`src/rtl/alu_issue.sv`:
```
// alu_issue: RV32I ALU-class decode and issue stage toward execute.
// Decodes one instruction per cycle into ALUop plus operands. Results
// pass through a two-entry buffer (output register plus skid register),
// so in_ready is a registered signal and throughput stays at one per cycle.
// Optional macro ALU_ISSUE_PERF_EN adds perf_issued / perf_stall counters.
module alu_issue #(
  parameter int XLEN = 32
) (
  input  logic            clk,
  input  logic            rst,
  input  logic            flush,
  input  logic            in_valid,
  output logic            in_ready,
  input  logic [31:0]     in_instr,
  input  logic [31:0]     in_pc,
  input  logic [XLEN-1:0] in_rs1_data,
  input  logic [XLEN-1:0] in_rs2_data,
  output logic            out_valid,
  input  logic            out_ready,
  output logic [3:0]      out_aluop,
  output logic [XLEN-1:0] out_ina,
  output logic [XLEN-1:0] out_inb,
  output logic [4:0]      out_rd,
  output logic            out_reg_write,
  output logic            out_branch,
  output logic [2:0]      out_funct3,
  output logic            out_illegal
`ifdef ALU_ISSUE_PERF_EN
  ,
  output logic [31:0]     perf_issued,
  output logic [31:0]     perf_stall
`endif
);

  localparam logic [3:0] OP_AND  = 4'b0000;
  localparam logic [3:0] OP_OR   = 4'b0001;
  localparam logic [3:0] OP_ADD  = 4'b0010;
  localparam logic [3:0] OP_XOR  = 4'b0011;
  localparam logic [3:0] OP_SLL  = 4'b0100;
  localparam logic [3:0] OP_SRL  = 4'b0101;
  localparam logic [3:0] OP_SUB  = 4'b0110;
  localparam logic [3:0] OP_SLTU = 4'b0111;
  localparam logic [3:0] OP_SLT  = 4'b1000;
  localparam logic [3:0] OP_SRA  = 4'b1001;

  localparam logic [6:0] OPC_R     = 7'b0110011;
  localparam logic [6:0] OPC_I     = 7'b0010011;
  localparam logic [6:0] OPC_LUI   = 7'b0110111;
  localparam logic [6:0] OPC_AUIPC = 7'b0010111;
  localparam logic [6:0] OPC_BR    = 7'b1100011;

  localparam logic [6:0] F7_BASE = 7'b0000000;
  localparam logic [6:0] F7_ALT  = 7'b0100000;

  typedef struct packed {
    logic [3:0]      aluop;
    logic [XLEN-1:0] ina;
    logic [XLEN-1:0] inb;
    logic [4:0]      rd;
    logic            reg_write;
    logic            branch;
    logic [2:0]      funct3;
    logic            illegal;
  } entry_t;

  localparam entry_t RESET_ENTRY = '{aluop: OP_ADD, default: '0};

  // Shared funct3 -> ALUop map for register and immediate forms; alt selects sub/sra.
  function automatic logic [3:0] alu_from_f3(input logic [2:0] f3, input logic alt);
    logic [3:0] op;
    case (f3)
      3'b000:  op = alt ? OP_SUB : OP_ADD;
      3'b001:  op = OP_SLL;
      3'b010:  op = OP_SLT;
      3'b011:  op = OP_SLTU;
      3'b100:  op = OP_XOR;
      3'b101:  op = alt ? OP_SRA : OP_SRL;
      3'b110:  op = OP_OR;
      default: op = OP_AND;
    endcase
    return op;
  endfunction

  // funct7 is legal when zero, or the alternate encoding on add/sub and shift-right slots.
  function automatic logic f7_ok(input logic [6:0] f7, input logic [2:0] f3, input logic imm_form);
    logic alt_slot;
    alt_slot = imm_form ? (f3 == 3'b101) : (f3 == 3'b000 || f3 == 3'b101);
    return (f7 == F7_BASE) || ((f7 == F7_ALT) && alt_slot);
  endfunction

  // Full decode of one instruction; illegal encodings collapse to a harmless add of zeros.
  function automatic entry_t decode(input logic [31:0] instr, input logic [31:0] pc,
                                    input logic [XLEN-1:0] rs1, input logic [XLEN-1:0] rs2);
    entry_t e;
    logic [2:0] f3;
    logic [6:0] f7;
    logic signed [XLEN-1:0] imm_i;
    logic [XLEN-1:0] imm_u;
    f3    = instr[14:12];
    f7    = instr[31:25];
    imm_i = {{(XLEN-12){instr[31]}}, instr[31:20]};
    imm_u = {instr[31:12], 12'b0};
    e = RESET_ENTRY;
    e.funct3 = f3;
    case (instr[6:0])
      OPC_R: begin
        if (f7_ok(f7, f3, 1'b0)) begin
          e.aluop     = alu_from_f3(f3, f7[5]);
          e.ina       = rs1;
          e.inb       = (f3 == 3'b001 || f3 == 3'b101) ? {{(XLEN-5){1'b0}}, rs2[4:0]} : rs2;
          e.reg_write = 1'b1;
        end else begin
          e.illegal = 1'b1;
        end
      end
      OPC_I: begin
        if (f3 == 3'b001 || f3 == 3'b101) begin
          if (f7_ok(f7, f3, 1'b1)) begin
            e.aluop     = alu_from_f3(f3, f7[5]);
            e.ina       = rs1;
            e.inb       = {{(XLEN-5){1'b0}}, instr[24:20]};
            e.reg_write = 1'b1;
          end else begin
            e.illegal = 1'b1;
          end
        end else begin
          e.aluop     = alu_from_f3(f3, 1'b0);
          e.ina       = rs1;
          e.inb       = imm_i;
          e.reg_write = 1'b1;
        end
      end
      OPC_LUI: begin
        e.inb       = imm_u;
        e.reg_write = 1'b1;
      end
      OPC_AUIPC: begin
        e.ina       = pc;
        e.inb       = imm_u;
        e.reg_write = 1'b1;
      end
      OPC_BR: begin
        case (f3)
          3'b000, 3'b001: e.aluop = OP_SUB;
          3'b100, 3'b101: e.aluop = OP_SLT;
          3'b110, 3'b111: e.aluop = OP_SLTU;
          default:        e.illegal = 1'b1;
        endcase
        if (!e.illegal) begin
          e.ina    = rs1;
          e.inb    = rs2;
          e.branch = 1'b1;
        end
      end
      default: e.illegal = 1'b1;
    endcase
    if (e.illegal) begin
      e.aluop     = OP_ADD;
      e.ina       = '0;
      e.inb       = '0;
      e.reg_write = 1'b0;
      e.branch    = 1'b0;
    end
    e.rd = e.reg_write ? instr[11:7] : 5'd0;
    return e;
  endfunction

  entry_t dec_p0;
  entry_t out_p1;
  entry_t skid_p1;
  logic   out_vld_p1;
  logic   skid_full;

  // Stage 0: combinational decode of the presented instruction.
  always_comb begin
    dec_p0 = decode(in_instr, in_pc, in_rs1_data, in_rs2_data);
  end

  assign in_ready = !skid_full;

  // Stage 1: output register with skid; the skid entry always drains first to keep order.
  always_ff @(posedge clk) begin
    if (rst || flush) begin
      out_vld_p1 <= 1'b0;
      skid_full  <= 1'b0;
      out_p1     <= RESET_ENTRY;
      skid_p1    <= RESET_ENTRY;
    end else if (!out_vld_p1 || out_ready) begin
      if (skid_full) begin
        out_p1     <= skid_p1;
        out_vld_p1 <= 1'b1;
        skid_full  <= 1'b0;
      end else if (in_valid) begin
        out_p1     <= dec_p0;
        out_vld_p1 <= 1'b1;
      end else begin
        out_vld_p1 <= 1'b0;
      end
    end else if (in_valid && !skid_full) begin
      skid_p1   <= dec_p0;
      skid_full <= 1'b1;
    end
  end

  assign out_valid     = out_vld_p1;
  assign out_aluop     = out_p1.aluop;
  assign out_ina       = out_p1.ina;
  assign out_inb       = out_p1.inb;
  assign out_rd        = out_p1.rd;
  assign out_reg_write = out_p1.reg_write;
  assign out_branch    = out_p1.branch;
  assign out_funct3    = out_p1.funct3;
  assign out_illegal   = out_p1.illegal;

`ifdef ALU_ISSUE_PERF_EN
  // Counters survive flush; only rst clears them.
  always_ff @(posedge clk) begin
    if (rst) begin
      perf_issued <= '0;
      perf_stall  <= '0;
    end else begin
      if (out_vld_p1 && out_ready) perf_issued <= perf_issued + 32'd1;
      if (in_valid && skid_full)   perf_stall  <= perf_stall + 32'd1;
    end
  end
`endif

endmodule

```
`config.mk`:
```
export PLATFORM = sky130hd
export DESIGN_NAME = alu_issue
export DESIGN_NICKNAME = d
export VERILOG_FILES = /design/src/rtl/alu_issue.sv
export SDC_FILE = /design/constraint.sdc
export NUM_CORES = 1
export LEC_CHECK = 0
export CORE_MARGIN = 1.5
export CORE_UTILIZATION = 48
export CTS_CLUSTER_SIZE = 20
export DETAILED_ROUTE_END_ITERATION = 12
export PLACE_DENSITY = 0.88
export SYNTH_ARGS = -nofsm -noshare
export SYNTH_HDL_FRONTEND = slang
export SYNTH_SLANG_ARGS = --single-unit
```
`constraint.sdc`:
```
create_clock -name clk -period 2.9 [get_ports clk]
set_input_delay 0.725 -clock clk [delete_from_list [all_inputs] [get_ports clk]]
set_output_delay 0.725 -clock clk [all_outputs]
set_load 0.03 [all_outputs]
```
==> summary.md, run 1 <==
The run finished with clean final reports. After detailed routing, the total wire length is 24.3 mm. The via count is 8125, and the total number of H-tree levels is 4. The non-filler instance count after layout was 1280; the relative area change from synthesis to final layout was 43.1%.

Leaving out fill and tap cells, the most frequent cell in the layout is sky130_fd_sc_hd__clkdlybuf4s50_1. The congestion estimate from routability-driven global placement came to 0.966. After the last flow step, the layout net total stands at 1216.

Dividing the final minimum period by the clock period gives 92.4%. Summed over all layers, the global routing overflow is 0. The first detailed-routing pass took 8 iterations.

The post-route netlist has 11.4% of its cells at a drive strength greater than 1. The clock transition time at the flip-flop clock pins of the worst setup and hold paths was 0.07 ns; the count of final max-slew check failures was 0. STA classifies the critical path startpoint as an input port.

The first global-routing pass estimated 37.9 mm of wire. Traced cell by cell, the critical path runs through clkdlybuf4s50_1 > inv_1 > ha_1 > or4_1 > o31ai_4 > buf_12 > a22oi_1 > and3_1 > o31ai_1. The count of buffers added on input and output ports is 213.

Summed over all nets, the half-perimeter wirelength after detailed placement is 15.8 mm. In the final routed layout, each cell accounts on average for 19.0 um. Core outline area: 0.0151 mm2.

Across the run, the number of max-cap violations was 0. The tools report the latest clock arrival within the worst-skew pair as 0.43 ns. The root buffer selected by CTS was sky130_fd_sc_hd__clkbuf_16. Setup repair after global routing left no endpoint under its margin.

The run gives 2.99 ns as the data arrival time of the critical path. The kind of cell with the highest combined delay along the critical path is simple AND/OR/NAND/NOR gates. The tools report the maximum buffer depth of the clock tree as 2. The cell count after synthesis is 881. The count of cell types in the netlist is 59, and the worst-margin pin slew is 0.854 ns. The proportion of register bits with asynchronous set or reset after synthesis was 0%.

0 antenna diodes ended up in the layout. Leaving out fill and tap cells, the most frequent cells in the layout are sky130_fd_sc_hd__clkdlybuf4s50_1, sky130_fd_sc_hd__dfxtp_1, sky130_fd_sc_hd__o21ai_0. The worst pin sits at a relative slew slack of 43.1%. Timing analysis after detailed placement gives a worst setup slack of -0.148 ns. The logs give 0 for the number of warning messages in the yosys log and 0 for the number of hold buffers added after CTS. Using the TritonRoute via totals, the vias-per-cell ratio works out to 6.35.

The run gives 0 as the number of antenna violations at the first check in global routing. In this run the cell area of the synthesized design comes to 0.00744 mm2. Number of cells after detailed placement: 1248. The worst setup path is of the input port to register kind. The worst-case IR drop observed on VDD is 0.436 mV. In this run the mean area of a mapped cell was 8.44 um2. Post-CTS repair changed the size of 0 cells. The least setup slack across all paths after layout was 0.221 ns; the data required time at the worst endpoint was 3.21 ns. The remaining number of nets flagged by the antenna check after routing came out at 0. The minimum clock period after layout was 2.68 ns. The ratio of total power to cell area was 484 mW/mm2; the number of setup violations in the final report was 0. The via count of the first global-routing pass was 7498; the y dimension of the die was 127 um. The tools report the die area as 0.0163 mm2. The tools report the type of destination of the critical path as a register.

Together, buffers and inverters on the worst path number 3. The worst clock skew is 0.00742 ns. Counting flops and latches in the post-synthesis netlist gives 160. Entering global routing, the biggest net connects 89 pins. The logs give 0 for the number of buffers added for setup after CTS and 45 for the number of cell rows. For this design, the slowest cell found on the critical path is sky130_fd_sc_hd__or4_1.

In this design, the stage delay of the slowest critical-path cell is 0.60 ns. The number of DRC markers in iteration 0 is 842. Among all flip-flop cells after synthesis, the most frequent one is sky130_fd_sc_hd__dfxtp_1.

Once layout is complete, the utilization of the core stands at 70.3%. The initial utilization of the core area, before any placement, comes to 49.1%. For the number of buffers inserted during clock tree synthesis, the log shows 17. Along the worst path, the maximum fanout reaches 8. For the number of top-level pins, the log shows 214.

The total negative slack for setup checks is 0 ns. The global-route usage over all layers is 29.1%, and the timing-limited maximum frequency is 373 MHz. The die is 127 um wide. The number of synthesized flops with an enable pin was 0; the static leakage power was 3.75 nW. Final hold analysis gives a worst-case slack of 0.456 ns. The count of final hold-check violations was 0. The run gives 160 as the clock net sink count. After detailed routing, the number of remaining DRC violations is 0. When the netlist entered floorplanning its net count stood at 1018. The kind of path behind the tightest hold check was register to register. The sequential cell area fraction in the yosys report came out at 43.1%. TritonCTS built the clock tree.
==> report_power, final <==
| group | total [mW] | switching [mW] | internal, mW |
|---|---|---|---|
| sequential | 2.23 | 0.0102 | 2.22 |
| clock | 2.39 | 0.902 | 1.48 |
| combinational | 0.544 | 0.271 | 0.273 |
| total | 5.16 | 1.18 | 3.97 |
==> flip-flops by register name, indices dropped and copies added, names as in the netlist <==
signal	count
skid_p1	79
out_ina	32
out_inb	32
out_rd	5
out_aluop	4
out_funct3	3
out_branch	1
out_illegal	1
out_reg_write	1
out_valid	1
skid_full	1
==> layer usage <==
metal | part of all wire [%] | track usage (%) | routed length [um] | vias to the layer above
li1 | - | - | - | 3743
met1 | 40 | 37.3 | 9650 | 3854
met2 | 47 | 46.6 | 11500 | 430
met3 | 8.5 | 5.40 | 2060 | 98
met4 | 4.8 | 15.3 | 1160 | 0
met5 | 0 | 0 | 0 | -
==> cells by family after synthesis <==
group	synth area share, %
simple gates	15.5
compound gates	34.4
fa+ha+maj	0.673
mux	0.538
xor+xnor	0.235
flops	43.1
buf+inv	5.60
==> per-stage QoR <==
step	cell area (um2)	power, mW
floorplan	7440	2.48
global placement	10000	2.80
detailed placement	10000	2.81
CTS	10600	5.16
global route	10600	5.30
finish	10600	5.16
==> worst reg2reg max path, cell delays in order, from the launching register on <==
cell and delay (ns):
sky130_fd_sc_hd__dfxtp_2 0.33, sky130_fd_sc_hd__buf_4 0.30, sky130_fd_sc_hd__buf_4 0.55, sky130_fd_sc_hd__nor4_2 0.13, sky130_fd_sc_hd__buf_4 0.18, sky130_fd_sc_hd__a221oi_1 0.29, sky130_fd_sc_hd__nor2_1 0.08
==> final timing paths <==
| check | startpoint | end | slack (ns) | depth (start not counted) |
|---|---|---|---|---|
| worst max register to register | skid_full$_SDFFE_PP0P_ | out_rd[3]$_SDFFE_PP0P_ | 0.93 | 6 |
| worst max-delay path | in_instr[14] | out_inb[26]$_SDFFE_PP0P_ | 0.22 | 9 |
| worst min register to register | out_inb[15]$_SDFFE_PP0P_ | out_inb[15]$_SDFFE_PP0P_ | 0.46 | 2 |
| worst min-delay path | out_inb[15]$_SDFFE_PP0P_ | out_inb[15]$_SDFFE_PP0P_ | 0.46 | 2 |
==> area by class of cell <==
type	instances	area (um2)
tap	188	235
sequential	160	3200
multi-input combinational	621	3860
clock buffer	22	464
clock inverter	10	159
fill	1120	4500
timing repair buffer	275	2710
inverter	4	15.0
==> synthesized netlist by cell type, types with 2 or more instances <==
library cell | count | area, um2
sky130_fd_sc_hd__a311oi_1 | 2 | 17.5
sky130_fd_sc_hd__o21ai_2 | 2 | 17.5
sky130_fd_sc_hd__buf_6 | 3 | 33.8
sky130_fd_sc_hd__or3_1 | 5 | 31.3
sky130_fd_sc_hd__and2_1 | 5 | 31.3
sky130_fd_sc_hd__clkbuf_1 | 78 | 293
sky130_fd_sc_hd__inv_1 | 3 | 11.3
sky130_fd_sc_hd__nor2_1 | 76 | 285
sky130_fd_sc_hd__o31ai_1 | 57 | 428
sky130_fd_sc_hd__or2_1 | 2 | 12.5
sky130_fd_sc_hd__nand3b_1 | 2 | 15.0
sky130_fd_sc_hd__ha_1 | 4 | 50.1
sky130_fd_sc_hd__buf_4 | 2 | 15.0
sky130_fd_sc_hd__o31ai_2 | 7 | 87.6
sky130_fd_sc_hd__o21ai_0 | 118 | 591
sky130_fd_sc_hd__nor3b_1 | 2 | 15.0
sky130_fd_sc_hd__xnor2_1 | 2 | 17.5
sky130_fd_sc_hd__nor3_2 | 2 | 20.0
sky130_fd_sc_hd__o21a_1 | 2 | 15.0
sky130_fd_sc_hd__a221oi_2 | 6 | 90.1
sky130_fd_sc_hd__mux2i_1 | 4 | 40.0
sky130_fd_sc_hd__dfxtp_1 | 160 | 3200
sky130_fd_sc_hd__nor4_2 | 2 | 25.0
sky130_fd_sc_hd__nor2b_1 | 3 | 18.8
sky130_fd_sc_hd__a221oi_1 | 75 | 657
sky130_fd_sc_hd__and3_1 | 19 | 119
sky130_fd_sc_hd__a211oi_1 | 3 | 22.5
sky130_fd_sc_hd__a31oi_1 | 3 | 18.8
sky130_fd_sc_hd__a22oi_1 | 22 | 165
sky130_fd_sc_hd__buf_2 | 9 | 45.0
sky130_fd_sc_hd__nand3_1 | 53 | 265
sky130_fd_sc_hd__nand2_1 | 52 | 195
sky130_fd_sc_hd__buf_1 | 4 | 15.0
sky130_fd_sc_hd__nand2b_1 | 4 | 25.0
sky130_fd_sc_hd__o211ai_1 | 2 | 15.0
sky130_fd_sc_hd__a21oi_1 | 56 | 280
sky130_fd_sc_hd__o22ai_1 | 2 | 12.5
sky130_fd_sc_hd__nor3_1 | 7 | 35.0
Power figures use the tool's default switching activity.
==> run 2: changes to the inputs <==
--- a/config.mk
+++ b/config.mk
@@ -5,11 +5,14 @@
 export SDC_FILE = /design/constraint.sdc
 export NUM_CORES = 1
 export LEC_CHECK = 0
+export CAP_MARGIN = 20
 export CORE_MARGIN = 1.5
 export CORE_UTILIZATION = 48
 export CTS_CLUSTER_SIZE = 20
 export DETAILED_ROUTE_END_ITERATION = 12
 export PLACE_DENSITY = 0.88
+export REMOVE_ABC_BUFFERS = 1
+export SLEW_MARGIN = 5
 export SYNTH_ARGS = -nofsm -noshare
 export SYNTH_HDL_FRONTEND = slang
 export SYNTH_SLANG_ARGS = --single-unit
==> summary.md, run 2 (synthesis results as in run 1) <==
The maximum fanout along the worst path was 65. The H-tree generated during clock tree synthesis spans 4 levels. The count of buffers added on input and output ports is 213.

Setup repair after global routing left no endpoint under its margin. Number of flip-flops in the largest register: 79. For this run, the total global-route usage over all layers was measured as 29.4%.

The ratio of total power to cell area is 468 mW/mm2. The number of hold buffers added after CTS was 0. In this run the post-CTS setup repair buffer count came out at 0. After the last flow step, the layout net total stands at 1226. The delay of the slowest cell on the worst path works out to 0.46 ns. The clock net sink count was 160; the static leakage power was 3.77 nW. The tree is rooted in a sky130_fd_sc_hd__clkbuf_16.

At the pin with the least slew margin, the transition time is 0.817 ns. Number of DRC markers in iteration 0: 852. The signal on the critical path passes through clkdlybuf4s50_1 > nor4_2 > buf_4 > a41oi_1 > o221a_4 > o21ai_4 > buf_12 > a221oi_1 > o31ai_1. The die is 127 um wide. Fill cells in the final layout number 1145. The final route contains 8105 vias. Type of destination of the critical path: a register. The number of antenna diodes in the final layout is 0. Across the whole layout, storage elements account for 0.00320 mm2. The tools report the type of element launching the critical path as an input port. The via count of the first global-routing pass was 7837.

The logs give 89 for the pin count of the biggest net entering global routing and 0 for the post-cts gate resize count. The number of antenna violations at the first check in global routing is 0. Summed over all layers, the routed wires come to 24.2 mm.

The count of final max-slew check failures was 0; the number of cell rows was 45. Counting I/O delays and the setup requirement, the final critical path takes 2.72 ns. Summing internal, switching and leakage power gives 5.00 mW. The clock transition time at the flip-flop clock pins of the worst setup and hold paths works out to 0.06 ns. The critical path is of the input port to register type.

TritonCTS created 17 clock buffers. The count of nets left with antenna violations once routing finished came out at 0. The combinational share of power is 11.0%.

The detail-routed via count per cell was 6.28; the max-capacitance violation count was 0. Of the available clock period, the critical path in the final layout requires 93.8%. The number of buffer and inverter stages on the critical path was 3.

Worst slack at placement: -0.289 ns. In this design, the largest share of critical-path delay is due to compound AO/OA/AOI/OAI gates. The placer's final routability congestion estimate came out at 0.932. Summed over all nets, the switching power comes to 1.18 mW.

The area growth from synthesis to layout is 43.6%. The share of cells above drive strength 1 came out at 12.3%. The multi-input combinational cell area came out at 0.00386 mm2. The cell depth of the worst flop-to-flop path was 7; the latest clock arrival within the worst-skew pair was 0.43 ns. Leaving out fill and tap cells, the most frequent cell in the layout is sky130_fd_sc_hd__clkdlybuf4s50_1.

The first global-routing pass estimated 38.5 mm of wire. Headroom to the max-slew limit came out at 45.6%. At the end of the flow the core is filled with cells to 70.5%.

Slowest cell on the critical path: sky130_fd_sc_hd__clkdlybuf4s50_1. The core outline area came out at 0.0151 mm2. 214 I/O pins were placed. Global routing finished with a remaining overflow of 0. Relative contribution of the clock network to total power: 44.5%.

The data arrival time of the critical path is 3.04 ns. Data on the critical path is required at its endpoint by 3.22 ns. The internal portion of the total power is 3.82 mW.

Net switching is 23.5% of the power. After detailed routing, the number of remaining DRC violations is 0. Setup violations remaining at the end of the flow were counted as 0. For the die area, the log shows 0.0163 mm2. The critical path crosses 9 cells after its start point. The run finished with clean final reports.

Kind of path behind the tightest hold check: register to register. The initial utilization of the core area, before any placement, comes to 49.1%. TritonCTS built the clock tree.

Routed length per instance: 18.7 um. The number of detailed-routing iterations run before antenna repair was 6. After legalization and detailed placement, the total HPWL measured 15.4 mm. The tools report the least setup slack across all paths after layout as 0.179 ns.

The top cell types in the final layout, fill and taps aside, are sky130_fd_sc_hd__clkdlybuf4s50_1, sky130_fd_sc_hd__dfxtp_1, sky130_fd_sc_hd__o21ai_0. On the final layout, the worst clock skew is 0.00582 ns. The die is 127 um tall. The tools report the count of final hold-check violations as 0. In this run the deepest clock path goes through 2 buffers. The worst hold path passes through 2 cells. The register with the most flip-flops in the final layout is skid_p1. Static timing analysis puts the maximum clock frequency at 368 MHz. The maximum VDD drop is 0.403 mV, and the fraction of power consumed by sequential logic is 44.5%.
-- run 2: changes by cell type in the layout (fill, tap and decap cells not counted), sizes merged --
cell      delta
buf         +10
bufinv       -2
clkinvlp     +2
-- run 2: worst reg2reg max path, stage by stage (launching register included) --
cell and delay [ns]:
sky130_fd_sc_hd__dfxtp_2 0.33, sky130_fd_sc_hd__buf_4 0.65, sky130_fd_sc_hd__nor2_1 0.18, sky130_fd_sc_hd__nor2b_1 0.24, sky130_fd_sc_hd__buf_12 0.20, sky130_fd_sc_hd__nand2_1 0.10, sky130_fd_sc_hd__buf_4 0.23, sky130_fd_sc_hd__o31ai_1 0.29
-- run 2: layout make-up --
cell class                      instances  share of cell area [%]
Tap cell                              188                    2.20
Timing Repair Buffer                  285                    26.1
Clock buffer                           22                    4.44
Inverter                                4                   0.141
Multi-Input combinational cell        621                    36.1
Clock inverter                         10                    1.03
Sequential cell                       160                    30.0
-- run 2: path summary, 6_finish.rpt --
| check | startpoint | to | slack (ns) |
|---|---|---|---|
| worst max-delay path | in_instr[25] | out_ina[23]$_SDFFE_PP0P_ | 0.18 |
| worst min-delay path | skid_p1[6]$_SDFFE_PP0P_ | skid_p1[6]$_SDFFE_PP0P_ | 0.45 |
| worst max register to register | skid_full$_SDFFE_PP0P_ | out_inb[21]$_SDFFE_PP0P_ | 0.60 |
| worst min register to register | skid_p1[6]$_SDFFE_PP0P_ | skid_p1[6]$_SDFFE_PP0P_ | 0.45 |
-- run 2: metrics by stage --
step	instances	hold slack [ns]	setup TNS, ns	instance area, um2
6_report	1290	0.455	0	10700
3_3_place_gp	1258	0.435	-3.41	10100
2_1_floorplan	785	0.432	-422.86	7040
4_1_cts	1290	0.456	0	10700
5_1_grt	1290	0.475	0	10700
3_5_place_dp	1258	0.445	-8.72	10100
-- run 2: per-layer routing --
layer  vias to the layer above  wire length, um  global-route usage (%)
met4                         0              821                    15.1
met1                      3838             9780                    36.0
met2                       433            11800                    49.8
met5                         -                0                       0
li1                       3768                -                       -
met3                        66             1810                    5.23
-- run 2: power groups by stage --
stage	Combinational, mW	Clock [mW]	Sequential [mW]
2_1_floorplan	0.163	0	2.30
3_3_place_gp	0.530	0	2.27
3_5_place_dp	0.537	0	2.27
4_1_cts	0.543	2.24	2.23
5_1_grt	0.584	2.34	2.23
6_report	0.549	2.22	2.23
==> run 3: changes to the inputs <==
--- a/config.mk
+++ b/config.mk
@@ -6,11 +6,14 @@
 export NUM_CORES = 1
 export LEC_CHECK = 0
 export CAP_MARGIN = 20
+export CELL_PAD_IN_SITES_DETAIL_PLACEMENT = 0
+export CELL_PAD_IN_SITES_GLOBAL_PLACEMENT = 1
 export CORE_MARGIN = 1.5
-export CORE_UTILIZATION = 48
+export CORE_UTILIZATION = 46
 export CTS_CLUSTER_SIZE = 20
 export DETAILED_ROUTE_END_ITERATION = 12
-export PLACE_DENSITY = 0.88
+export DONT_BUFFER_PORTS = 1
+export PLACE_DENSITY = 0.86
 export REMOVE_ABC_BUFFERS = 1
 export SLEW_MARGIN = 5
 export SYNTH_ARGS = -nofsm -noshare
==> constraint.sdc (replaced) <==
create_clock -name clk -period 2.9 [get_ports clk]
set_input_delay 0.87 -clock clk [delete_from_list [all_inputs] [get_ports clk]]
set_output_delay 0.87 -clock clk [all_outputs]
set_load 0.03 [all_outputs]
==> summary.md, run 3 (synthesis results as in run 1) <==
The flow ran to the end, and the final reports show no timing, DRC or antenna violations. The internal power is 3.81 mW. The delay of the slowest cell on the worst path was 0.36 ns; the clock transition time at the flip-flop clock pins of the worst setup and hold paths was 0.06 ns. The slowest cell on the critical path is sky130_fd_sc_hd__nor4_2. The floorplan has 46 rows.

The tools report the worst slack at placement as 0.0316 ns. Pin count of the biggest net entering global routing: 98. The tools report the count of final max-slew check failures as 0.

For this design the top-level I/O count stands at 214. Once the floorplan was initialized, standard cells occupied 47.0% of the core. Of the available clock period, the critical path in the final layout requires 83.8%.

The minimum clock period after layout came out at 2.43 ns. Number of flip-flops in the largest register: 79. Sequential cells account for 45.8% of the total power. For the count of unresolved DRC violations after routing, the log shows 0. Post-CTS timing repair inserted 0 buffers for setup. The type of destination of the critical path was a register. The analysis attributes to net switching a power of 1.11 mW. Y dimension of the die: 130 um. Setup repair after global routing left no endpoint under its margin. The total overflow left after global routing is 0. The logs give 6724 for the via count of the first global-routing pass and 4.8% for the combinational share of power. The clock net sink count was 160. The total negative slack for setup checks is 0 ns. For the maximum VDD drop, the log shows 0.391 mV. The static leakage power was 2.79 nW; the number of hold buffers added after CTS was 0. The placer's final routability congestion estimate is 0.875, and the wire length of the first global-routing pass is 34.0 mm. Counting the fill cells in the layout gives 1460. Along the worst path, the maximum fanout reaches 42. Type of element launching the critical path: an input port.

The relative contribution of the clock network to total power was 49.4%; the net switching fraction of the power was 22.5%. The multi-input combinational cell area was 0.00386 mm2; the share of cells above drive strength 1 was 11.0%. For this run, the detailed router's first-pass iteration total came to 5. The tool flagged a number of max-cap violations equal to 0. The sequential cell area in the final layout is 0.00320 mm2, and the routed length per instance is 20.9 um.

At the worst endpoint, the arrival time is 2.76 ns. The logs give 4 for the total number of H-tree levels and 17 for the number of buffers inserted during clock tree synthesis. The tools report the total wirelength of the detailed-routed design as 22.2 mm. The number of DRC markers in iteration 0 came out at 608. The total power draw is 4.91 mW, and the post-cts gate resize count is 0.

The end of the worst register-to-register path was skid_p1[24]$_SDFFE_PP0P_. The die is 130 um wide. The tools report the remaining number of nets flagged by the antenna check after routing as 0. The tools report the latest clock arrival within the worst-skew pair as 0.43 ns. CTS placed an instance of sky130_fd_sc_hd__clkbuf_16 at the clock tree root. The launch instance of the worst register-to-register path is out_valid$_SDFFE_PP0N_. Data on the critical path is required at its endpoint by 3.23 ns.

Following the worst setup path forward leads to its endpoint at out_ina[18]$_SDFFE_PP0P_. The start-to-end type of the worst setup path was input port to register. Leaving out fill and tap cells, the most frequent cells in the layout are sky130_fd_sc_hd__dfxtp_1, sky130_fd_sc_hd__o21ai_0, sky130_fd_sc_hd__a221oi_1, sky130_fd_sc_hd__nor2_1, sky130_fd_sc_hd__o31ai_1.

Global routing used 25.5% of the available tracks across all layers. Detailed placement finished with a half-perimeter wire length of 14.6 mm. The tools report the count of final hold-check violations as 0. The cell depth of the worst flop-to-flop path was 5; the detail-routed via count per cell was 6.56. The launching element of the worst setup path is in_instr[25]. Input and output buffers added on the ports amount to 0. Headroom to the max-slew limit came out at 31.8%.

Timing would allow up to 411 MHz. The relative area change from synthesis to final layout is 11.4%, and the core outline area is 0.0158 mm2. The final standard cell utilization of the core was 52.4%. The least setup slack across all paths after layout was 0.470 ns. TritonCTS built the clock tree.

Counting flops per register, the top entry is skid_p1. No sink is reached through more buffers than the 2 on the longest clock path. The kind of path behind the tightest hold check is register to register. The tools report the total inserted antenna cells as 0. The most common cell after layout, fill and taps aside was sky130_fd_sc_hd__dfxtp_1. The worst-margin pin slew was 1.02 ns. Power spread over the standard cell area amounts to 593 mW/mm2. For the die area, the log shows 0.0169 mm2.

Detailed routing inserted a total of 6951 vias. The run gives 0 as the number of antenna violations at the first check in global routing. For flop-to-flop paths, the worst setup slack is 0.84 ns. Number of setup violations in the final report: 0. The critical path goes through nor4_2 > buf_4 > nand2_2 > o221a_4 > o21ai_4 > buf_12 > a221oi_1 > o31ai_1.

In the final design database the tool counted 968 nets. The worst clock skew came out at 0.0162 ns.
-- run 3: cell types whose count changed in the layout (fill, tap and decap cells not counted), sizes merged --
cell,change
inv,+1
buf,-45
clkinvlp,-3
clkinv,+2
bufinv,+2
clkdlybuf4s50,-213
clkbuf,-2
-- run 3: layout make-up --
| class | count | area share, % |
|---|---|---|
| clock buffer | 20 | 5.63 |
| clock inverter | 12 | 2.19 |
| inverter | 4 | 0.181 |
| multi-input combinational | 621 | 46.6 |
| sequential | 160 | 38.7 |
| tap | 216 | 3.26 |
| timing repair buffer | 27 | 3.50 |
-- run 3: worst max-delay path: cells and delay by family --
family	cells	cell delay, ns
simple gates	2	0.46
compound gates	4	0.96
buf+inv	2	0.44
-- run 3: power groups by stage --
stage                     Clock [mW]  Sequential [mW]  Combinational [mW]
after floorplan                    0             2.30               0.163
after global placement             0             2.30               0.228
after detailed placement           0             2.30               0.236
after CTS                       2.48             2.25               0.236
after global routing            2.55             2.25               0.263
final                           2.43             2.25               0.238
-- run 3: how the worst min path moves through the flow --
stage / cells after the start / from / endpoint / slack (ns)
floorplan: 2 / skid_p1[10]$_SDFFE_PP0P_ / skid_p1[10]$_SDFFE_PP0P_ / 0.43
global placement: 2 / skid_p1[4]$_SDFFE_PP0P_ / skid_p1[4]$_SDFFE_PP0P_ / 0.44
detailed placement: 2 / skid_p1[5]$_SDFFE_PP0P_ / skid_p1[5]$_SDFFE_PP0P_ / 0.45
CTS: 2 / skid_p1[5]$_SDFFE_PP0P_ / skid_p1[5]$_SDFFE_PP0P_ / 0.46
global route: 2 / skid_p1[6]$_SDFFE_PP0P_ / skid_p1[6]$_SDFFE_PP0P_ / 0.48
finish: 2 / skid_p1[5]$_SDFFE_PP0P_ / skid_p1[5]$_SDFFE_PP0P_ / 0.46
-- run 3: metal layers --
layer | track usage (%) | part of all wire, % | up-vias
li1 | - | - | 3243
met2 | 43.4 | 48 | 335
met3 | 7.13 | 9.3 | 36
met4 | 12.1 | 2.2 | 0
met5 | 0 | 0 | -
met1 | 29.7 | 40 | 3337
-- run 3: per-stage QoR --
step	hold slack, ns	cell area, um2	cells
floorplan	0.432	7040	785
global placement	0.439	7640	1028
detailed placement	0.451	7640	1028
CTS	0.460	8290	1060
global route	0.480	8290	1060
finish	0.456	8290	1060
